### config.mk
export PLATFORM = sky130hd
export DESIGN_NAME = alu_issue_ctrl_flat
export DESIGN_NICKNAME = d
export VERILOG_FILES = /design/src/rtl/alu_issue_ctrl_if.sv /design/src/rtl/alu_issue_ctrl.sv /design/src/flat_wrapper.sv
export SDC_FILE = /design/constraint.sdc
export NUM_CORES = 1
export LEC_CHECK = 0
export CORE_ASPECT_RATIO = 0.7
export CORE_MARGIN = 2
export CORE_UTILIZATION = 25
export CTS_CLUSTER_DIAMETER = 150
export DETAILED_ROUTE_END_ITERATION = 8
export SLEW_MARGIN = 5
export SYNTH_ARGS = -nofsm -noshare
export SYNTH_HDL_FRONTEND = slang
export SYNTH_SLANG_ARGS = --single-unit
### constraint.sdc
create_clock -name clk -period 5.35 [get_ports clk]
set_clock_uncertainty 0.05 [all_clocks]
set_input_delay 1.3375 -clock clk [delete_from_list [all_inputs] [get_ports clk]]
set_output_delay 1.3375 -clock clk [all_outputs]
set_load 0.05 [all_outputs]
### src/rtl/alu_issue_ctrl_if.sv
// Signal bundle between the decode pipeline, alu_issue_ctrl and the muldiv unit.
// The slave modport is the controller's view; master is the surrounding pipeline.
interface alu_issue_ctrl_if;
    logic       in_valid;
    logic       in_ready;
    logic [2:0] ALUOp;
    logic [4:0] funct;
    logic       flush;
    logic       out_valid;
    logic       out_ready;
    logic [3:0] ALUControl;
    logic       sub;
    logic       illegal;
    logic       md_start;
    logic [2:0] md_op;
    logic       md_ready;
    logic       md_done;
    logic       md_abort;
    logic       md_timeout;
    logic       stall;

    modport slave (
        input  in_valid, ALUOp, funct, flush, out_ready, md_ready, md_done,
        output in_ready, out_valid, ALUControl, sub, illegal,
        output md_start, md_op, md_abort, md_timeout, stall
    );

    modport master (
        output in_valid, ALUOp, funct, flush, out_ready, md_ready, md_done,
        input  in_ready, out_valid, ALUControl, sub, illegal,
        input  md_start, md_op, md_abort, md_timeout, stall
    );
endinterface

### src/rtl/alu_issue_ctrl.sv
// ALU control decoder with a small issue FSM that hands RV32M ops to an external
// muldiv unit, bounds the wait for its result and holds results until consumed.
module alu_issue_ctrl #(
    parameter int M_EXT      = 1,
    parameter int MD_TIMEOUT = 64
) (
    input  logic            clk,
    input  logic            rst,
    alu_issue_ctrl_if.slave io
);
    localparam logic [1:0] IDLE  = 2'd0;
    localparam logic [1:0] ISSUE = 2'd1;
    localparam logic [1:0] WAIT  = 2'd2;

    localparam logic [3:0] OP_ADD  = 4'b0000;
    localparam logic [3:0] OP_SLT  = 4'b0001;
    localparam logic [3:0] OP_AND  = 4'b0010;
    localparam logic [3:0] OP_OR   = 4'b0011;
    localparam logic [3:0] OP_XOR  = 4'b0100;
    localparam logic [3:0] OP_SRA  = 4'b0101;
    localparam logic [3:0] OP_SLL  = 4'b0110;
    localparam logic [3:0] OP_SRL  = 4'b0111;
    localparam logic [3:0] OP_SLTU = 4'b1000;
    localparam logic [3:0] OP_MD   = 4'b1001;

    localparam logic [9:0] WAIT_LAST = 10'(MD_TIMEOUT - 1);

    logic [1:0] state_q, state_d;
    logic       out_valid_q, out_valid_d;
    logic [3:0] alu_ctrl_q, alu_ctrl_d;
    logic       sub_q, sub_d;
    logic       illegal_q, illegal_d;
    logic       md_timeout_q, md_timeout_d;
    logic       md_start_q, md_start_d;
    logic       md_abort_q, md_abort_d;
    logic [2:0] md_op_q, md_op_d;
    logic [9:0] cnt_q, cnt_d;

    logic       f7_5, f7_0;
    logic [2:0] f3;
    logic [3:0] base_ctrl;
    logic [3:0] dec_ctrl;
    logic       dec_sub, dec_illegal, dec_muldiv;
    logic       in_ready, accept;

    assign f7_5 = io.funct[4];
    assign f7_0 = io.funct[3];
    assign f3   = io.funct[2:0];

    // Operation selected by funct3 alone; shared by the R- and I-type decodes.
    always_comb begin
        case (f3)
            3'b000:  base_ctrl = OP_ADD;
            3'b001:  base_ctrl = OP_SLL;
            3'b010:  base_ctrl = OP_SLT;
            3'b011:  base_ctrl = OP_SLTU;
            3'b100:  base_ctrl = OP_XOR;
            3'b101:  base_ctrl = f7_5 ? OP_SRA : OP_SRL;
            3'b110:  base_ctrl = OP_OR;
            default: base_ctrl = OP_AND;
        endcase
    end

    always_comb begin
        dec_ctrl    = OP_ADD;
        dec_sub     = 1'b0;
        dec_illegal = 1'b0;
        dec_muldiv  = 1'b0;
        case (io.ALUOp)
            3'b000: begin
                if ((f7_5 && f7_0) ||
                    (f7_5 && (f3 != 3'b000) && (f3 != 3'b101)) ||
                    (f7_0 && (M_EXT == 0))) begin
                    dec_illegal = 1'b1;
                end else if (f7_0) begin
                    dec_muldiv = 1'b1;
                end else begin
                    dec_ctrl = base_ctrl;
                    dec_sub  = ((f3 == 3'b000) && f7_5) || (f3 == 3'b010) || (f3 == 3'b011);
                end
            end
            3'b001: begin
                // funct7 bits are immediate bits here except on shifts
                if ((f3 == 3'b001) && f7_5) begin
                    dec_illegal = 1'b1;
                end else begin
                    dec_ctrl = base_ctrl;
                    dec_sub  = (f3 == 3'b010) || (f3 == 3'b011);
                end
            end
            3'b100: begin
                case (f3)
                    3'b000, 3'b001: begin dec_ctrl = OP_ADD;  dec_sub = 1'b1; end
                    3'b100, 3'b101: begin dec_ctrl = OP_SLT;  dec_sub = 1'b1; end
                    3'b110, 3'b111: begin dec_ctrl = OP_SLTU; dec_sub = 1'b1; end
                    default:        dec_illegal = 1'b1;
                endcase
            end
            default: ;
        endcase
    end

    assign in_ready = (state_q == IDLE) && !io.flush && (!out_valid_q || io.out_ready);
    assign accept   = io.in_valid && in_ready;

    always_comb begin
        state_d      = state_q;
        out_valid_d  = out_valid_q && !io.out_ready;
        alu_ctrl_d   = alu_ctrl_q;
        sub_d        = sub_q;
        illegal_d    = illegal_q;
        md_timeout_d = md_timeout_q;
        md_start_d   = md_start_q;
        md_abort_d   = 1'b0;
        md_op_d      = md_op_q;
        cnt_d        = cnt_q;

        if (io.flush) begin
            // Flush outranks everything; an in-flight muldiv gets cancelled.
            state_d     = IDLE;
            out_valid_d = 1'b0;
            md_start_d  = 1'b0;
            md_abort_d  = (state_q != IDLE);
            cnt_d       = '0;
        end else begin
            case (state_q)
                IDLE: begin
                    if (accept) begin
                        if (dec_muldiv) begin
                            state_d    = ISSUE;
                            md_start_d = 1'b1;
                            md_op_d    = f3;
                        end else begin
                            out_valid_d  = 1'b1;
                            alu_ctrl_d   = dec_illegal ? OP_ADD : dec_ctrl;
                            sub_d        = dec_illegal ? 1'b0 : dec_sub;
                            illegal_d    = dec_illegal;
                            md_timeout_d = 1'b0;
                        end
                    end
                end
                ISSUE: begin
                    if (io.md_ready) begin
                        md_start_d = 1'b0;
                        cnt_d      = '0;
                        if (io.md_done) begin
                            state_d      = IDLE;
                            out_valid_d  = 1'b1;
                            alu_ctrl_d   = OP_MD;
                            sub_d        = 1'b0;
                            illegal_d    = 1'b0;
                            md_timeout_d = 1'b0;
                        end else begin
                            state_d = WAIT;
                        end
                    end
                end
                WAIT: begin
                    if (io.md_done) begin
                        state_d      = IDLE;
                        out_valid_d  = 1'b1;
                        alu_ctrl_d   = OP_MD;
                        sub_d        = 1'b0;
                        illegal_d    = 1'b0;
                        md_timeout_d = 1'b0;
                        cnt_d        = '0;
                    end else if (cnt_q == WAIT_LAST) begin
                        state_d      = IDLE;
                        out_valid_d  = 1'b1;
                        alu_ctrl_d   = OP_MD;
                        sub_d        = 1'b0;
                        illegal_d    = 1'b1;
                        md_timeout_d = 1'b1;
                        md_abort_d   = 1'b1;
                        cnt_d        = '0;
                    end else begin
                        cnt_d = cnt_q + 10'd1;
                    end
                end
                default: begin
                    state_d = IDLE;
                    cnt_d   = '0;
                end
            endcase
        end
    end

    always_ff @(posedge clk) begin
        if (rst) begin
            state_q      <= IDLE;
            out_valid_q  <= 1'b0;
            alu_ctrl_q   <= OP_ADD;
            sub_q        <= 1'b0;
            illegal_q    <= 1'b0;
            md_timeout_q <= 1'b0;
            md_start_q   <= 1'b0;
            md_abort_q   <= 1'b0;
            md_op_q      <= 3'b000;
            cnt_q        <= '0;
        end else begin
            state_q      <= state_d;
            out_valid_q  <= out_valid_d;
            alu_ctrl_q   <= alu_ctrl_d;
            sub_q        <= sub_d;
            illegal_q    <= illegal_d;
            md_timeout_q <= md_timeout_d;
            md_start_q   <= md_start_d;
            md_abort_q   <= md_abort_d;
            md_op_q      <= md_op_d;
            cnt_q        <= cnt_d;
        end
    end

    assign io.in_ready   = in_ready;
    assign io.out_valid  = out_valid_q;
    assign io.ALUControl = alu_ctrl_q;
    assign io.sub        = sub_q;
    assign io.illegal    = illegal_q;
    assign io.md_start   = md_start_q;
    assign io.md_op      = md_op_q;
    assign io.md_abort   = md_abort_q;
    assign io.md_timeout = md_timeout_q;
    assign io.stall      = (state_q != IDLE);
endmodule

### src/flat_wrapper.sv
// flat-port wrapper written by rule: the top's interface ports become plain ports
module alu_issue_ctrl_flat 
#(
    parameter int M_EXT      = 1,
    parameter int MD_TIMEOUT = 64
)
  (clk, rst, io_in_valid, io_ALUOp, io_funct, io_flush, io_out_ready, io_md_ready, io_md_done, io_in_ready, io_out_valid, io_ALUControl, io_sub, io_illegal, io_md_start, io_md_op, io_md_abort, io_md_timeout, io_stall);
  alu_issue_ctrl_if io_i ();
  input  logic clk;
  input  logic rst;
  input wire logic [$bits(io_i.in_valid)-1:0] io_in_valid;
  input wire logic [$bits(io_i.ALUOp)-1:0] io_ALUOp;
  input wire logic [$bits(io_i.funct)-1:0] io_funct;
  input wire logic [$bits(io_i.flush)-1:0] io_flush;
  input wire logic [$bits(io_i.out_ready)-1:0] io_out_ready;
  input wire logic [$bits(io_i.md_ready)-1:0] io_md_ready;
  input wire logic [$bits(io_i.md_done)-1:0] io_md_done;
  output wire logic [$bits(io_i.in_ready)-1:0] io_in_ready;
  output wire logic [$bits(io_i.out_valid)-1:0] io_out_valid;
  output wire logic [$bits(io_i.ALUControl)-1:0] io_ALUControl;
  output wire logic [$bits(io_i.sub)-1:0] io_sub;
  output wire logic [$bits(io_i.illegal)-1:0] io_illegal;
  output wire logic [$bits(io_i.md_start)-1:0] io_md_start;
  output wire logic [$bits(io_i.md_op)-1:0] io_md_op;
  output wire logic [$bits(io_i.md_abort)-1:0] io_md_abort;
  output wire logic [$bits(io_i.md_timeout)-1:0] io_md_timeout;
  output wire logic [$bits(io_i.stall)-1:0] io_stall;
  assign io_i.in_valid = io_in_valid;
  assign io_i.ALUOp = io_ALUOp;
  assign io_i.funct = io_funct;
  assign io_i.flush = io_flush;
  assign io_i.out_ready = io_out_ready;
  assign io_i.md_ready = io_md_ready;
  assign io_i.md_done = io_md_done;
  assign io_in_ready = io_i.in_ready;
  assign io_out_valid = io_i.out_valid;
  assign io_ALUControl = io_i.ALUControl;
  assign io_sub = io_i.sub;
  assign io_illegal = io_i.illegal;
  assign io_md_start = io_i.md_start;
  assign io_md_op = io_i.md_op;
  assign io_md_abort = io_i.md_abort;
  assign io_md_timeout = io_i.md_timeout;
  assign io_stall = io_i.stall;
  alu_issue_ctrl #(.M_EXT(M_EXT), .MD_TIMEOUT(MD_TIMEOUT)) u_core (.clk(clk), .rst(rst), .io(io_i));
endmodule
-- Word level (Yosys, flattened, before mapping)
Index checks and enable logic that the tools add are counted.
- bits in writable memories: 0
- bits of input ports: 15
- flip-flop bits (word level): 25
- memories: 0
- latch bits: 0
- memory bits (read-only): 0
- $add $sub $neg: 1
- reduce and logical (&&, ||, !) cells: 33
- multiplexer cells: 69
- equality and inequality tests: 19
- bitwise gates (word level): 2
- magnitude comparators: 0
- multipliers: 0
- divide/modulo/power cells: 0
- shift operators: 0
- operators by type and width (operator ; count):
    two-way mux 4 bit ; 10
    two-way mux 1 bit ; 36
    two-way mux 10 bit ; 3
    one-hot mux 10 bit (3 select lines) ; 1
    one-hot mux 4 bit (7 select lines) ; 1
    one-hot mux 4 bit (3 select lines) ; 2
    one-hot mux 1 bit (3 select lines) ; 6
    == test 3 bit, second input constant ; 5
    two-way mux 2 bit ; 7
    AND reduction 4 bit ; 3
    adder 10 x 1 -> 10 bit, second input constant ; 1
    == test 10 x 6 -> 1 bit, second input constant ; 1
    logical AND 1 bit ; 9
    one-hot mux 4 bit (2 select lines) ; 1
    AND reduction 7 bit ; 1
    == test 3 x 1 -> 1 bit, second input constant ; 2
    == test 3 x 2 -> 1 bit, second input constant ; 2
    zero test 3 bit ; 2
    != test 2 bit, second input constant ; 3
    one-hot mux 2 bit (3 select lines) ; 1
    nonzero test 3 bit ; 2
    OR reduction 2 bit ; 3
    OR reduction 6 bit ; 1
    logical OR 1 bit ; 5
    other kinds (11) ; 16

-- Depth between registers and ports, before layout
- depth in word-level cells: 11
- mapped depth: 8

-- Worst setup path before layout
Ideal clock, no wire load.
- kind: input to output
- start: in io_flush
- end: out io_in_ready
- data required time: 3963 ps
- buffers on the path: 0
- data arrival time: 1913 ps
- setup slack: 2050 ps
- cell stages on the path: 2
- cells stage by stage: nor2b_1 and2_1
- longest elaborated chain between the ends: 3
- RTL lines (element ; line ; source):
    from (decl) ; flat_wrapper.sv:14 ; input wire logic [$bits(io_i.flush)-1:0] io_flush;
    zero test 1 bit ; alu_issue_ctrl.sv:103 ; assign in_ready = (state_q == IDLE) && !io.flush && (!out_valid_q || io.out_ready);
    logical AND 1 bit (2 in series) ; alu_issue_ctrl.sv:103 ;
    to (decl) ; flat_wrapper.sv:18 ; output wire logic [$bits(io_i.in_ready)-1:0] io_in_ready;
No other way between the ends.

-- Worst setup path after layout
Ends and elaborated chain as after synthesis.

==> flow_metrics.tcl <==
set metrics [dict create \
    run_status "finished clean" \
    die_area_sq_um 6450 \
    clock_tree_from_tritoncts "done" \
    timing.critical_path.arrival_ns 2.97 \
    wirelength_mm 3.55 \
    cts_htree_levels 1 \
    cts-hold-fix-buffers 0 \
    worst-slew-pin-transition_ns 0.612 \
    setup_repair_after_global_routing_missed_its_margin "false" \
    proportion_of_power_drawn_by_flip_flops_and_latches 0.533 \
    routed_via_count 1333 \
    post_dp_cell_area_sq_um 1810 \
    timing.setup.critical_path_class "primary input to output pin" \
    ctsResizeCount 0 \
    pwr_density_cell_nw_per_um2 191 \
    detail_route.wl_per_cell_um 12.8 \
    numPlacedInstances 274 \
    insertion_delay_ns 0.26 \
    synthesis.instances 178 \
    final-setup-viol-count 0 \
    final.setup.tns_ns 0 \
    power.share.switching 0.252 \
    dp.final_hpwl_mm 2.76 \
    dieWidth_um 95.1 \
    max_slew_margin 0.589 \
    ctsRootBufferMaster "clkbuf_8" \
    detail-route-antenna-nets 0 \
    syn_to_final_growth_pct 27.6 \
    ir_worst_vdd_mv 0.110 \
    timing.critical_path.fanout_max 5 \
    cts_buffer_depth 2 \
    drive_above_1_share 0.0345 \
    worst_r2r_path_depth 7 \
    top_level_ports 30 \
    pre_cts_ws_ns 0.986 \
    fin_cells 278 \
    storage_element_area_sq_um 500 \
    grt_antenna_before_repair 0 \
    port_buffers 29 \
    net-switching-power_mw 0.0891 \
    postSynthRegisterBits 25 \
    share_comb_of_total_power 0.160 \
    post_cts.repair.setup_buffers 0 \
    cts_buffers 3 \
    utilization 0.327 \
    most-common-layout-cells "clkdlybuf4s50_1 (29), nor2_1 (28), dfxtp_1 (25)" \
    place_congestion 0.831 \
    die_height_um 67.8 \
    fp.coreArea_sq_um 5670 \
    effective_utilization_at_floorplan 0.256 \
    cell_rows 23 \
    finish.net_count 224 \
    globalRoute.totalOverflow 0 \
    drt-initial-drc-count 58 \
    netlist-cell-type-count 44 \
    critical_path_required_ns 3.96 \
    clock-sinks 25 \
    grt_pass1_wl_mm 6.02 \
    hold_violations 0 \
    power_leakage_nw 0.628 \
    area_of_the_multi_input_gates_sq_um 895 \
    layout.cells.most_common "clkdlybuf4s50_1" \
    maxSlewViolCount 0 \
    intPower_mw 0.265 \
    fillCellCount 614 \
    n_antenna_cell 0 \
    maxCapViolCount 0 \
    synthFlopType "dfxtp_1" \
    grt_max_degree 14 \
    worst_setup_hold_path_clk_slew_ns 0.08 \
    dr.pass1.iters 4 \
    synth.avg_cell_area_sq_um 8.16 \
    post-route-worst-setup-slack_ns 0.993 \
    synth_enable_flop_cells 0 \
    first_global_vias 1205 \
    synth-warning-count 0 \
    fmax_mhz 230 \
    critical_path.startpoint_type "primary input" \
    track_usage 0.120 \
    timing.critical_path.to_type "output pin" \
    postLayoutCellArea_sq_um 1850 \
    post-route-drc-count 0 \
    synthArstFlopShare 0 \
    yosysSeqAreaShare 0.345 \
    synth.net_count 198 \
    clock_power_share 0.307 \
    timing.final.crit_share 0.814 \
    period_minus_slack_ns 4.36 \
    hold_depth 2 \
    syn-cell-area_sq_um 1450 \
    post_drt_via_cell_ratio 4.79 \
    min-delay-path-class "register to register" \
]
[worst paths after layout]
| path | startpoint | to | slack (ns) |
|---|---|---|---|
| min | u_core.io.ALUControl[2]$_SDFFE_PP0P_ | u_core.io.ALUControl[2]$_SDFFE_PP0P_ | 0.43 |
| max reg2reg | u_core.state_q[0]$_SDFFE_PP0P_ | u_core.io.ALUControl[1]$_SDFFE_PP0P_ | 2.79 |
| min reg2reg | u_core.io.ALUControl[2]$_SDFFE_PP0P_ | u_core.io.ALUControl[2]$_SDFFE_PP0P_ | 0.43 |
| max | io_flush | io_in_ready | 0.99 |
[cells in the mapped netlist, types with 2 or more instances]
| master | number | area (sq um) |
|---|---|---|
| o32ai_1 | 2 | 17.5 |
| nand2b_1 | 6 | 37.5 |
| dfxtp_1 | 25 | 500 |
| nor4_1 | 4 | 25.0 |
| o21ai_0 | 3 | 15.0 |
| ha_1 | 5 | 62.6 |
| o31a_1 | 2 | 17.5 |
| o31ai_1 | 4 | 30.0 |
| mux2i_1 | 5 | 50.1 |
| a211oi_1 | 3 | 22.5 |
| xor2_1 | 6 | 52.6 |
| a31oi_1 | 3 | 18.8 |
| a21oi_1 | 8 | 40.0 |
| a21boi_0 | 2 | 15.0 |
| nand2_1 | 10 | 37.5 |
| nand3b_1 | 5 | 37.5 |
| nor3_1 | 4 | 20.0 |
| xnor2_1 | 3 | 26.3 |
| and2_1 | 4 | 25.0 |
| clkbuf_1 | 8 | 30.0 |
| nand3_1 | 4 | 20.0 |
| nor2_1 | 28 | 105 |
| nand4_1 | 3 | 18.8 |
| inv_1 | 6 | 22.5 |
| o21a_1 | 2 | 15.0 |
| nor2b_1 | 5 | 31.3 |
[flip-flops by register name, summed over array words and instances (netlist names)]
register and flops:
u_core.cnt_q 10, u_core.io.ALUControl 4, u_core.io.illegal 1, u_core.io.md_abort 1, u_core.io.md_op 3, u_core.io.md_start 1, u_core.io.md_timeout 1, u_core.io.out_valid 1
u_core.io.sub 1, u_core.state_q 2
[layout make-up]
cell class | instances | share of cell area
well taps | 75 | 0.0506
multi-input cells | 138 | 0.482
repair buffers | 30 | 0.161
clock buffers | 4 | 0.0243
inverters | 6 | 0.0121
flip-flops and latches | 25 | 0.270
[through the flow]
step	hold WS, ns	total power [mW]
2_1_floorplan	0.419	0.227
4_1_cts	0.443	0.360
3_3_place_gp	0.426	0.249
5_1_grt	0.465	0.376
6_report	0.432	0.354
3_5_place_dp	0.424	0.249
[routing by layer]
layer | up-vias | routed length (um) | GRT usage
met5 | - | 0 | 0
met3 | 2 | 209 | 0.0313
li1 | 688 | - | -
met2 | 39 | 1300 | 0.153
met1 | 604 | 2020 | 0.196
met4 | 0 | 19 | 0.0163
[cells by family (layout without fill, tap and decap cells)]
family / count (synthesis) / after routing / synth area share
AOI/OAI and AO/OA: 40 / 40 / 0.206
muxes: 5 / 5 / 0.0345
xor gates and xnor gates: 9 / 9 / 0.0543
adders and majority gates: 5 / 5 / 0.0431
and+or+nand+nor: 79 / 79 / 0.278
buffers and inverters: 15 / 40 / 0.0396
DFF: 25 / 25 / 0.345
[critical path, stage by stage]
cell,delay [ns]
clkdlybuf4s50_1,0.49
nor2b_1,0.20
and2_1,0.15
clkdlybuf4s50_1,0.79
[power by group through the flow]
| stage | logic (mW) | registers (mW) | clock network (mW) |
|---|---|---|---|
| finish | 0.0565 | 0.189 | 0.109 |
| global route | 0.0614 | 0.189 | 0.125 |
| CTS | 0.0563 | 0.189 | 0.115 |
| detailed placement | 0.0561 | 0.193 | 0 |
| global placement | 0.0564 | 0.193 | 0 |
| floorplan | 0.0276 | 0.199 | 0 |
(Power assumes the default switching activity.)
==> edit 1, RTL diff (config.mk and constraints unchanged) <==
Make the reset (`rst`) asynchronous in one clocked block.
--- a/src/rtl/alu_issue_ctrl.sv
+++ b/src/rtl/alu_issue_ctrl.sv
@@ -185,7 +185,7 @@
         end
     end
 
-    always_ff @(posedge clk) begin
+    always_ff @(posedge clk or posedge rst) begin
         if (rst) begin
             state_q      <= IDLE;
             out_valid_q  <= 1'b0;
Function: differs if rst is asserted again (counterexample within 4 cycles, from zero or initial values and one cycle with rst high); with rst held inactive, the same outputs for 4 cycles.
==> edit 1 against the original RTL <==
- cell count increased by 2.2%
- synthesized cell count unchanged
- count of clock-buffer cells in the layout decreased by 1
- sequential cell count unchanged
- setup slack got worse by 0.035 ns
- synthesized area increased by 12%
- design area increased by 10%
- routed wire length increased by 9.6%
- critical endpoint unchanged
- largest cell class unchanged
- highest routed layer unchanged
Power is not compared: it rests on default switching activity, and its combinational part moved more than twofold at a synthesized area within 25%.
==> edit 1: results (changes against the original RTL) <==
stage,metric,value,unit,change
drt,drt_iter0_drc,46,,-21%
pwr,power_density,273.9,nW/um^2,
drt,postRouteWirelength,3889,microns,+9.6%
setup_path,r2r_start,u_core.state_q[1],,
synth,synthFlopType,dfrtp_1,,
final_layout,largest-register,u_core.cnt_q,,
synth,seq_area_frac_synth,38.34,%,+3.9 points
placement,dp_hpwl,2897,microns,+5.1%
placement,dp_worst_setup_slack,0.9678,ns,-0.01855 ns
run_status,status,"complete, no violations",,
placement,placed_area,1998,sq um,+10%
pwr,combPwrFrac,40.5,%,
pwr,intPower,0.3418,mW,
min_path,min_delay_path_depth,2,,unchanged
synth,syn-num-nets,198,,unchanged
clocking,postCtsSetupRepairBufs,0,,unchanged
synth,yosys_warnings,0,,unchanged
min_path,hold_start,u_core.io.sub,,
global_routing,grt_first_pass_wirelength,6900,microns,+15%
final_layout,nNetsFinal,227,,+1.3%
global_routing,antenna_found_initial,0,,unchanged
synth,synthCells,178,,unchanged
clocking,clkTransAtPathRegs,0.09,ns,
pwr,power_leakage,0.8362,nW,
final_layout,drive_gt1_share,7.767,%,+4.3 points
final_layout,antennaDiodeCount,0,,unchanged
clocking,numCtsBuffers,3,,unchanged
synth,async_reset_ff_share,100.0,%,+100 points
setup_path,cp_max_fo,6,,+1
global_routing,grt_start_max_net_pins,26,,+12
global_routing,grt.total_usage,12.02,%,+0.026 points
pwr,peakVddDrop,0.1360,mV,
synth,synth_common_cells,"dfrtp_1, nand2_1, nor2_1, nor2b_1, o21ai_0",,
setup_path,r2r.worst_path.cells,7,,unchanged
clocking,cts-root-buf,clkbuf_8,,
clocking,clock_latency,0.27,ns,
synth,synth.distinct_cells,48,,+9.1%
setup_path,crit_arrival,3.00,ns,+0.03 ns
placement,gp_congestion,0.8063,,-3.0%
sta,worst_pin_slew,1.021,ns,+0.4096 ns
synth,yosys-top-cells-area,"dfrtp_1, nand2_1, nor2b_1, ha_1, o21ai_0",,
drt,dr_total_vias,1443,,+8.3%
setup_path,cpPeakStageDelay,0.81,ns,+0.02 ns
drt,drt_pass1_iterations,4,,unchanged
edit 1: metal layers:
layer | share of wire (%) | track usage, % | routed length [microns] | vias up
met1 | 54 | 18.90 | 2109 | 694
met3 | 4.8 | 3.610 | 187 | 4
li1 | - | - | - | 708
met2 | 40 | 15.81 | 1560 | 37
met4 | 0.80 | 2.740 | 31 | 0
met5 | 0 | 0 | 0 | -
edit 1: final cells by class:
class | count | area, sq um
multi-input combinational | 137 | 943.4
clock buffer | 3 | 41.29
inverter | 11 | 41.29
timing repair buffer | 29 | 290.3
fill | 652 | 4232
tap | 78 | 97.59
clock inverter | 1 | 5.005
sequential | 25 | 625.6
edit 1: worst paths after layout:
path	to	slack, ns
min	u_core.io.sub	0.44
max in group asynchronous	u_core.state_q[1]	3.13
max reg2reg	u_core.cnt_q[9]	2.90
min in group asynchronous	u_core.io.sub	1.53
min reg2reg	u_core.io.sub	0.44
max	io_in_ready	0.96
edit 1: logic make-up (layout without fill, tap and decap cells):
kind of cell               after synthesis  after routing  share of synthesized area (%)
AOI/OAI and AO/OA                       48             48                          23.16
xor gates and xnor gates                 5              5                          2.684
adders and majority gates                5              5                          3.834
buffers and inverters                   16             44                          3.834
DFF                                     25             25                          38.34
muxes                                    6              6                          3.988
and+or+nand+nor                         73             73                          24.16
edit 1: metrics by stage:
step / std cells / hold slack, ns
final: 284 / 0.4445
after global routing: 284 / 0.4893
after CTS: 284 / 0.4446
after detailed placement: 280 / 0.4184
after global placement: 280 / 0.4220
after floorplan: 178 / 0.4212
edit 1: critical path: cells and delay by family:
family / cells / cell delay, ns
and+or+nand+nor: 2 / 0.36
buffers and inverters: 2 / 1.31
==> edit 2, RTL diff (same flow settings) <==
Without the edit above. `MD_TIMEOUT` is set to 64 in 2 places; all go to 48.
--- a/src/rtl/alu_issue_ctrl.sv
+++ b/src/rtl/alu_issue_ctrl.sv
@@ -2,7 +2,7 @@
 // muldiv unit, bounds the wait for its result and holds results until consumed.
 module alu_issue_ctrl #(
     parameter int M_EXT      = 1,
-    parameter int MD_TIMEOUT = 64
+    parameter int MD_TIMEOUT = 48
 ) (
     input  logic            clk,
     input  logic            rst,
--- a/src/flat_wrapper.sv
+++ b/src/flat_wrapper.sv
@@ -2,7 +2,7 @@
 module alu_issue_ctrl_flat 
 #(
     parameter int M_EXT      = 1,
-    parameter int MD_TIMEOUT = 64
+    parameter int MD_TIMEOUT = 48
 )
   (clk, rst, io_in_valid, io_ALUOp, io_funct, io_flush, io_out_ready, io_md_ready, io_md_done, io_in_ready, io_out_valid, io_ALUControl, io_sub, io_illegal, io_md_start, io_md_op, io_md_abort, io_md_timeout, io_stall);
   alu_issue_ctrl_if io_i ();
Function: no difference found for any inputs over 10 cycles, from zero or initial values and one cycle with rst high; that may be too few to reach the edited logic, so the function may still have changed.
==> edit 2 against the original RTL <==
- non-clock buffer count unchanged
- design area increased by 0.94%
- sequential cell count did not move
- power is 3.9% higher
- largest power group unchanged
- synthesized cell count increased by 1.7%
- register-to-register slack got worse by 0.03 ns
- synthesized area up 0.52%
- routed wire length is 2.0% higher
- setup slack lost 0.15 ns
==> edit 2: results (changes against the original RTL) <==
stage,metric,value,unit,change
run_status,status,"complete, no violations",,
synth,synth.distinct_cells,49,,+11%
synth,synth_common_cells,"dfxtp_1, nor2_1, nand2_1, o21ai_0, a21oi_1",,
drt,drt_pass1_iterations,4,,unchanged
synth,avgSynthCellArea,8.067,sq um,-1.1%
drt,dr_total_vias,1382,,+3.7%
placement,numPortBuffers,29,,unchanged
placement,dp_hpwl,2739,microns,-0.63%
synth,yosys-top-cells-area,"dfxtp_1, nor2_1, nand2_1, ha_1, xor2_1",,
global_routing,first_global_vias,1260,,+4.6%
global_routing,grt.total_usage,11.96,%,-0.033 points
global_routing,grt_start_max_net_pins,16,,+2
placement,dp_worst_setup_slack,0.8403,ns,-0.1460 ns
synth,syn-num-nets,201,,+1.5%
global_routing,grt_use_met3,2.974,%,-0.15 points
setup_path,cp_max_fo,6,,+1
clocking,clockBufferDepth,2,,unchanged
pwr,peakVddDrop,0.08944,mV,-19%
clocking,ctsResizeCount,0,,unchanged
final_layout,nNetsFinal,229,,+2.2%
pwr,power_leakage,0.6235,nW,-0.65%
final_layout,largest_reg_flops,10,,unchanged
global_routing,grt_util_met2,16.81,%,+1.5 points
setup_path,crit_arrival,3.12,ns,+0.15 ns
final_layout,drive_gt1_share,5.288,%,+1.8 points
placement,gp_congestion,0.9197,,+11%
sta,worst_pin_slew,0.6837,ns,+0.07177 ns
synth,seq_area_frac_synth,34.28,%,-0.18 points
global_routing,grt_first_pass_wirelength,6044,microns,+0.47%
drt,drt_iter0_drc,168,,+190%
final_layout,nFillCells,586,,-4.6%
global_routing,use_met1,17.33,%,-2.2 points
clocking,clkTransAtPathRegs,0.11,ns,+0.03 ns
pwr,swShare,28.08,%,+2.9 points
clocking,clock_latency,0.28,ns,+0.02 ns
drt,drt-vias-per-instance,4.883,,+1.8%
min_path,hold_path.class,reg -> reg,,
drt,postRouteWirelength,3619,microns,+2.0%
## edit 2: area by class of cell
cell class                 instances  share of cell area, %
timing repair buffer              30                  15.91
tap                               75                  5.013
clock inverter                     1                 0.4011
multi-input combinational        142                  48.33
sequential                        25                  26.74
clock buffer                       3                  2.206
inverter                           7                  1.404
## edit 2: cells by family after synthesis
kind of cell / Yosys count / synth area share, %
fa+ha+maj: 5 / 4.284
simple gates: 81 / 29.56
xor+xnor: 9 / 5.399
compound gates: 42 / 19.28
mux: 5 / 3.428
flops: 25 / 34.28
buf+inv: 14 / 3.771
## edit 2: stage by stage
stage	util (%)	area (sq um)
after floorplan	-	1460
after global placement	32.16	1823
after detailed placement	32.16	1823
after CTS	33.02	1872
after global routing	33.02	1872
final	33.02	1872
## edit 2: final timing paths
kind | start | endpoint | slack (ns) | cells after the start
max | io_out_ready | io_in_ready | 0.85 | 4
min | u_core.io.md_timeout | u_core.io.md_timeout | 0.43 | 2
max reg2reg | u_core.state_q[1] | u_core.io.ALUControl[2] | 2.76 | 7
min reg2reg | u_core.io.md_timeout | u_core.io.md_timeout | 0.43 | 2
## edit 2: routing by layer
metal | vias to the layer above | share of wire [%] | wire length (microns)
met3 | 6 | 5.6 | 201
li1 | 714 | - | -
met2 | 44 | 41 | 1468
met1 | 618 | 52 | 1866
met4 | 0 | 2.3 | 83
met5 | - | 0 | 0
## edit 2: worst max-delay path, cell delays in order
cell and delay (ns):
clkdlybuf4s50_1 0.44, nand2b_1 0.21, nor3b_1 0.27, clkdlybuf4s50_1 0.85
## edit 2: power groups by stage
stage                     sequential (mW)  combinational (mW)  clock [mW]
final                               0.189              0.0553       0.123
after global routing                0.190              0.0601       0.133
after CTS                           0.189              0.0552       0.125
after detailed placement            0.194              0.0548           0
after global placement              0.194              0.0551           0
after floorplan                     0.199              0.0256           0
